### src/rtl/ktms_mmrd_resp.sv
// MMIO read responder for one context-addressed register window.
// Optional response timeout is enabled by defining KTMS_MMRD_TIMEOUT_EN.
module ktms_mmrd_resp #(
    parameter int unsigned           addr_width    = 24,
    parameter int unsigned           mmiobus_width = 4 + addr_width + 64,
    parameter int unsigned           lcladdr_width = 1,
    parameter logic [addr_width-1:0] addr          = '0,
    parameter int unsigned           tmo_width     = 8
) (
    input  logic                     clk,
    input  logic                     reset,
    input  logic [mmiobus_width-1:0] i_mmiobus,
    output logic                     o_rd_v,
    input  logic                     o_rd_r,
    output logic [lcladdr_width-1:0] o_rd_addr,
    input  logic                     i_rd_v,
    input  logic [0:63]              i_rd_d,
    output logic                     o_ack,
    output logic [0:63]              o_data,
    output logic                     o_tmo,
    output logic                     o_ovr
);

    typedef enum logic [1:0] {
        S_IDLE,
        S_REQ,
        S_WAIT,
        S_RESP
    } state_t;

    state_t state;

    logic                  bus_vld;
    logic                  bus_cfg;
    logic                  bus_rnw;
    logic                  bus_dw;
    logic [addr_width-1:0] req_addr;
    logic                  match;
    logic                  start;
    logic                  dw_q;
    logic                  ws_q;
    logic [0:63]           rd_fmt;

    assign bus_vld  = i_mmiobus[mmiobus_width-1];
    assign bus_cfg  = i_mmiobus[mmiobus_width-2];
    assign bus_rnw  = i_mmiobus[mmiobus_width-3];
    assign bus_dw   = i_mmiobus[mmiobus_width-4];
    assign req_addr = i_mmiobus[mmiobus_width-5 -: addr_width];

    // Match is done on the dword address addr[addr_width-1:1]; its low
    // lcladdr_width bits select the local register and are not compared.
    localparam logic [addr_width-2:0] dmask = {(addr_width-1){1'b1}} << lcladdr_width;

    assign match = ((req_addr[addr_width-1:1] ^ addr[addr_width-1:1]) & dmask) == '0;
    assign start = bus_vld & ~bus_cfg & bus_rnw & match;

    always_comb begin
        rd_fmt = i_rd_d;
        if (!dw_q) begin
            if (ws_q) rd_fmt = {i_rd_d[0:31], i_rd_d[0:31]};
            else      rd_fmt = {i_rd_d[32:63], i_rd_d[32:63]};
        end
    end

`ifdef KTMS_MMRD_TIMEOUT_EN
    logic [tmo_width-1:0] tmo_cnt;
    logic [tmo_width-1:0] tmo_nxt;
    logic                 tmo_hit;

    // Fires on the cycle the counter would become all-ones, so the forced
    // ack lands 2^tmo_width-1 cycles after the request transfer.
    assign tmo_nxt = tmo_cnt + tmo_width'(1);
    assign tmo_hit = &tmo_nxt;
`else
    assign o_tmo = 1'b0;
`endif

    always_ff @(posedge clk or negedge reset) begin
        if (!reset) begin
            state     <= S_IDLE;
            o_rd_v    <= 1'b0;
            o_rd_addr <= '0;
            o_ack     <= 1'b0;
            o_data    <= '0;
            o_ovr     <= 1'b0;
            dw_q      <= 1'b0;
            ws_q      <= 1'b0;
`ifdef KTMS_MMRD_TIMEOUT_EN
            o_tmo     <= 1'b0;
            tmo_cnt   <= '0;
`endif
        end else begin
            if (start && state != S_IDLE) o_ovr <= 1'b1;

            case (state)
                S_IDLE: begin
                    if (start) begin
                        state     <= S_REQ;
                        o_rd_v    <= 1'b1;
                        o_rd_addr <= req_addr[lcladdr_width:1];
                        dw_q      <= bus_dw;
                        ws_q      <= ~bus_dw & req_addr[0];
                    end
                end
                S_REQ: begin
                    if (o_rd_r) begin
                        state  <= S_WAIT;
                        o_rd_v <= 1'b0;
`ifdef KTMS_MMRD_TIMEOUT_EN
                        tmo_cnt <= '0;
`endif
                    end
                end
                S_WAIT: begin
                    if (i_rd_v) begin
                        state  <= S_RESP;
                        o_ack  <= 1'b1;
                        o_data <= rd_fmt;
                    end
`ifdef KTMS_MMRD_TIMEOUT_EN
                    else if (tmo_hit) begin
                        state  <= S_RESP;
                        o_ack  <= 1'b1;
                        o_tmo  <= 1'b1;
                        o_data <= '1;
                    end else begin
                        tmo_cnt <= tmo_nxt;
                    end
`endif
                end
                S_RESP: begin
                    state <= S_IDLE;
                    o_ack <= 1'b0;
`ifdef KTMS_MMRD_TIMEOUT_EN
                    o_tmo <= 1'b0;
`endif
                end
                default: state <= S_IDLE;
            endcase
        end
    end

    logic unused_bits;
    assign unused_bits = ^{i_mmiobus[mmiobus_width-5-addr_width:0], (tmo_width > 0)};

endmodule

### config.mk
export PLATFORM = sky130hd
export DESIGN_NAME = ktms_mmrd_resp
export DESIGN_NICKNAME = d
export VERILOG_FILES = /design/src/rtl/ktms_mmrd_resp.sv
export SDC_FILE = /design/constraint.sdc
export NUM_CORES = 1
export LEC_CHECK = 0
export ABC_AREA = 1
export CORE_UTILIZATION = 40
export DETAILED_ROUTE_END_ITERATION = 10
export PLACE_DENSITY = 0.86
export SLEW_MARGIN = 20
export SYNTH_ARGS = -nofsm -noshare
export SYNTH_HDL_FRONTEND = slang
export SYNTH_SLANG_ARGS = --single-unit
### constraint.sdc
create_clock -name clk -period 2.6 [get_ports clk]
set_clock_uncertainty 0.15 [all_clocks]
set_input_delay 0.52 -clock clk [delete_from_list [all_inputs] [get_ports clk]]
set_output_delay 0.52 -clock clk [all_outputs]
set_load 0.02 [all_outputs]
# After elaboration in Yosys (flattened, before gate mapping)
# Index checks and enable logic that the tools add are counted.
# W data, S select, Z words.
[word_totals] output_inout_bits=69 word_cells=42 regBits=72 in_bits=160
[classes] muxes=11 bitwise_logic=6 eq_ne=6 reduce_logical=11
[ops] operator="$mux W64" n=2
[ops] operator="$logic_not A23 Y1" n=1
[ops] operator="$pmux W2 S4" n=1
[ops] operator="$mux W2" n=3
[ops] operator="$ne A2 B2 Y1 const B" n=3
[ops] operator="$reduce_and A2 Y1" n=3
[ops] operator="$reduce_and A3 Y1" n=2
[ops] operator="$reduce_bool A2 Y1" n=3
[ops] operator="$and A1 B1 Y1" n=4
[ops] operator="$eq A2 B2 Y1 const B" n=2
[ops] operator="$pmux W1 S2" n=2
[ops] operator="$mux W1" n=3
[ops] operator="$eq A2 B1 Y1 const B" n=1
[ops] operator="$logic_not A2 Y1" n=1
[ops] operator="$not A1 Y1" n=2
[ops] operator="$logic_and A1 B1 Y1" n=1

# Depth between registers and ports, before layout
[logic_depth] ltp_word=6 ltp_mapped=9 depth_no_buf=9

# Worst setup path after synthesis
# OpenSTA, ideal clock, no wires.
[synth_path] kind="reg-to-reg" from="register state[0]" to="register o_data[0] (netlist name)" stages_incl_launch_ff=8 synth_period_minus_slack_ns=1.439 slack_ns=1.161 n_path_buf=2 arrival_ns=1.158 required_ns=2.320 setup_ns=0.130 cell_sequence="dfrtp_1 -> inv_1 -> ha_1 -> nand2_1 -> buf_4 -> buf_2 -> a21oi_1 -> a21oi_1"
[synth_via] elab_chain_len=2
[synth_rtl] item="from (decl)" line="31" text="state_t state;"
[synth_rtl] item="from (signal assigned)" line="80" text="state <= S_IDLE;"
[synth_rtl] item="from (signal assigned)" line="98" text="state <= S_REQ;"
[synth_rtl] item="from (signal assigned)" line="107" text="state <= S_WAIT;"
[synth_rtl] item="$eq A2 B2 Y1" line="95" text="case (state)"
[synth_rtl] item="$reduce_and A2 Y1 (no line)"
[synth_rtl] item="to (signal assigned)" line="118" text="o_data <= rd_fmt;"
[synth_rtl] item="to (decl)" line="19" text="output logic [0:63] o_data,"
# Every way passes these cells.
# A chain may end at the register's enable or synchronous reset.

# Worst setup path in the final report
[layout_path] from="register o_rd_v" to="output port o_rd_v"
[layout_lines] item="from (decl)" line="13" text="output logic o_rd_v,"
[layout_lines] item="from (signal assigned)" line="81" text="o_rd_v <= 1'b0;"
[layout_lines] item="from (signal assigned)" line="99" text="o_rd_v <= 1'b1;"
[layout_lines] item="from (signal assigned)" line="108" text="o_rd_v <= 1'b0;"
# No word-level cell between the ends.

==> flow_metrics.py <==
metrics = {
    "timing": {
        "maxSlewViolCount": 0,
        "hold_viol_final": 0,
        "max_freq_ghz": 0.4964,
        "holdWs_ns": 0.3541,
        "slew_headroom_pct": 59.02,
        "setup_viol": 0,
        "worst_pin_slew_ns": 0.6138,
        "setup_tns_ns": 0,
        "layout_setup_ws_ns": 0.5853,
        "finalCriticalPeriod_ns": 2.015,
        "rsz0062_at_grt": "no",
        "min_period_over_period_pct": 77.49,
    },
    "die": {
        "dieArea_um2": 9711,
        "dieWidth_um": 98.55,
        "ios": 229,
        "initial_core_util_pct": 41.94,
        "die_h_um": 98.55,
        "core_area_um2": 8891,
        "fp-row-count": 34,
    },
    "hold_path": {
        "min_path_type": "reg2reg",
    },
    "global_routing": {
        "gr-usage-met2_pct": 40.41,
        "grt_start_max_net_pins": 58,
        "use_met3_pct": 4.894,
        "grt_use_met1_pct": 29.80,
        "grt.total_usage_pct": 23.84,
        "overflow": 0,
        "grt_antenna_before_repair": 0,
        "grt_pass1_vias": 4065,
        "grt_pass1_wl_um": 18600,
        "busiest_layer": "met2",
    },
    "setup_path": {
        "crit_fanout": 3,
        "r2r_cells": 4,
        "crit_family": "buffers and inverters",
        "worstSetupPathDepth": 1,
        "arrival_ns": 1.34,
        "critPathCapture": "o_rd_v",
        "end_kind": "output port",
        "r2r-start": "ws_q$_DFFE_PN0P_",
        "cp-start-kind": "register",
        "crit_slowest_cell": "clkdlybuf4s50_1",
        "reg2reg_slack_ns": 0.85,
        "critical_path_class": "reg2out",
        "critPathMaxStageDelay_ns": 0.63,
        "r2r_end": "o_data[20]$_DFFE_PN0P_",
        "cp.buffers_inverters": 1,
        "cp.required_ns": 1.93,
        "cp-startpoint": "o_rd_v$_DFFE_PN0P_",
        "crit_chain": "clkdlybuf4s50_1",
    },
    "run": {
        "cap_violations": 0,
    },
    "placed_design": {
        "hpwl_um": 7847,
        "pre_cts_ws_ns": 0.5891,
        "dp.cells": 731,
        "gp_congestion": 0.7953,
        "port_buffers": 163,
        "place_area_um2": 5359,
    },
    "layout": {
        "num_antenna_cells": 0,
        "layout-drive-gt1-share_pct": 5.938,
        "instances_no_fill": 748,
        "nets": 799,
        "utilization_pct": 63.09,
        "syn_to_final_growth_pct": 50.44,
        "fin_area_um2": 5609,
    },
    "drt": {
        "drc": 11,
        "dr.pass1.iters": 8,
        "viasPerCell": 5.246,
        "wirelength_um": 11100,
        "drtAntennaViolNets": 0,
        "drt_iter0_drc": 168,
        "num_vias": 3924,
        "wl_per_cell_um": 14.83,
    },
    "logic_synthesis": {
        "yosys_warnings": 0,
        "syn_inst": 484,
        "ys_types": 23,
        "ys_ff_latch": 72,
        "syn-num-nets": 648,
        "syn_area_um2": 3729,
        "synth_seq_area_share_pct": 48.32,
        "avgSynthCellArea_um2": 7.704,
    },
    "power_and_ir_drop": {
        "power_mw": 2.368,
        "p_leak_nw": 2.452,
        "ir_worst_vdd_mv": 0.2573,
        "p_per_area_nw_per_um2": 422.1,
    },
    "outcome": {
        "violations": "design-rule violations",
        "status": "finished, violations left",
    },
    "cts": {
        "clk_latency_ns": 0.33,
        "clock-sinks": 72,
        "clockBufferDepth": 2,
        "clockRootBuffer": "clkbuf_8",
        "cts_tree": "done",
        "cts_setup_buffers": 0,
        "path_clk_slew_ns": 0.08,
        "cts_max_level": 3,
        "numCtsBuffers": 9,
    },
}
[where the power goes]
group | switching, mW | internal [mW]
Combinational | 0.0757 | 0.139
Clock | 0.415 | 0.619
Sequential | 0.0000000574 | 1.12
[what timing repair did]
| action | in CTS | in global routing |
|---|---|---|
| resized for setup | 0 | 0 |
| hold endpoints to repair | 19 | 0 |
| hold buffers | 1 | 0 |
[logic make-up after synthesis]
group	after synthesis	share of synthesized area (%)
buffers and inverters	49	7.449
adder cells (fa/ha/maj)	4	1.342
flip-flops	72	48.32
AO/OA/AOI/OAI	165	22.21
other	1	0.1006
AND/OR/NAND/NOR	193	20.57
[sequential cells by signal, indices dropped and copies added, names as in the netlist]
register and count:
o_data 64, ws_q 1, state 2, dw_q 1, o_ovr 1, o_ack 1, o_rd_v 1, o_rd_addr 1
[cell usage after synthesis (all sizes together)]
cell type	count	area [µm²]
a21oi	128	640.6
o21ai	36	180.2
nor3	1	5.000
conb	1	3.750
buf	29	198.9
nand2	26	107.6
nor2	157	601.8
o21bai	1	7.510
ha	4	50.05
clkbuf	4	18.76
nand4	2	12.51
nand3	7	40.04
inv	16	60.05
dfrtp	72	1802
[worst min-delay path by stage]
stage,startpoint,end,slack (ns),cells past startpoint
2_1_floorplan,reset,dw_q$_DFFE_PN0P_,0.07,0
3_3_place_gp,o_ovr$_DFFE_PN0P_,o_ovr$_DFFE_PN0P_,0.31,1
3_5_place_dp,o_ovr$_DFFE_PN0P_,o_ovr$_DFFE_PN0P_,0.33,1
4_1_cts,o_rd_addr$_DFFE_PN0P_,o_rd_addr$_DFFE_PN0P_,0.36,2
5_1_grt,o_ovr$_DFFE_PN0P_,o_ovr$_DFFE_PN0P_,0.39,1
6_report,o_rd_addr$_DFFE_PN0P_,o_rd_addr$_DFFE_PN0P_,0.35,2
[layout make-up]
cell class / instances / area (µm²)
Clock buffer: 12 / 165.2
Inverter: 16 / 60.06
Timing Repair Buffer: 173 / 1719
Fill cell: 751 / 3282
Tap cell: 108 / 135.1
Clock inverter: 4 / 75.07
Multi-Input combinational cell: 363 / 1652
Sequential cell: 72 / 1803
[cell usage in the layout, fill, tap and decap left out]
master / instances
nor2_2: 5
nor3_1: 1
dfrtp_2: 1
clkinvlp_4: 2
dfrtp_1: 71
nand3_1: 6
inv_2: 2
dlygate4sd3_1: 1
a21oi_1: 128
nor2_1: 152
buf_12: 1
nand2_1: 23
clkbuf_8: 12
clkdlybuf4s50_1: 162
inv_1: 14
o21ai_1: 8
nand3_2: 1
bufinv_16: 2
conb_1: 1
o21bai_1: 1
ha_1: 4
nand2_4: 1
buf_4: 9
nand2_2: 2
nand4_1: 2
o21ai_0: 28
[metal layers]
layer	part of all wire, %	vias to the layer above
met4	1.5	0
met1	40	1837
met5	0	-
li1	-	1901
met3	7.0	18
met2	51	168
Note: power is estimated with default switching activity, not from simulation.
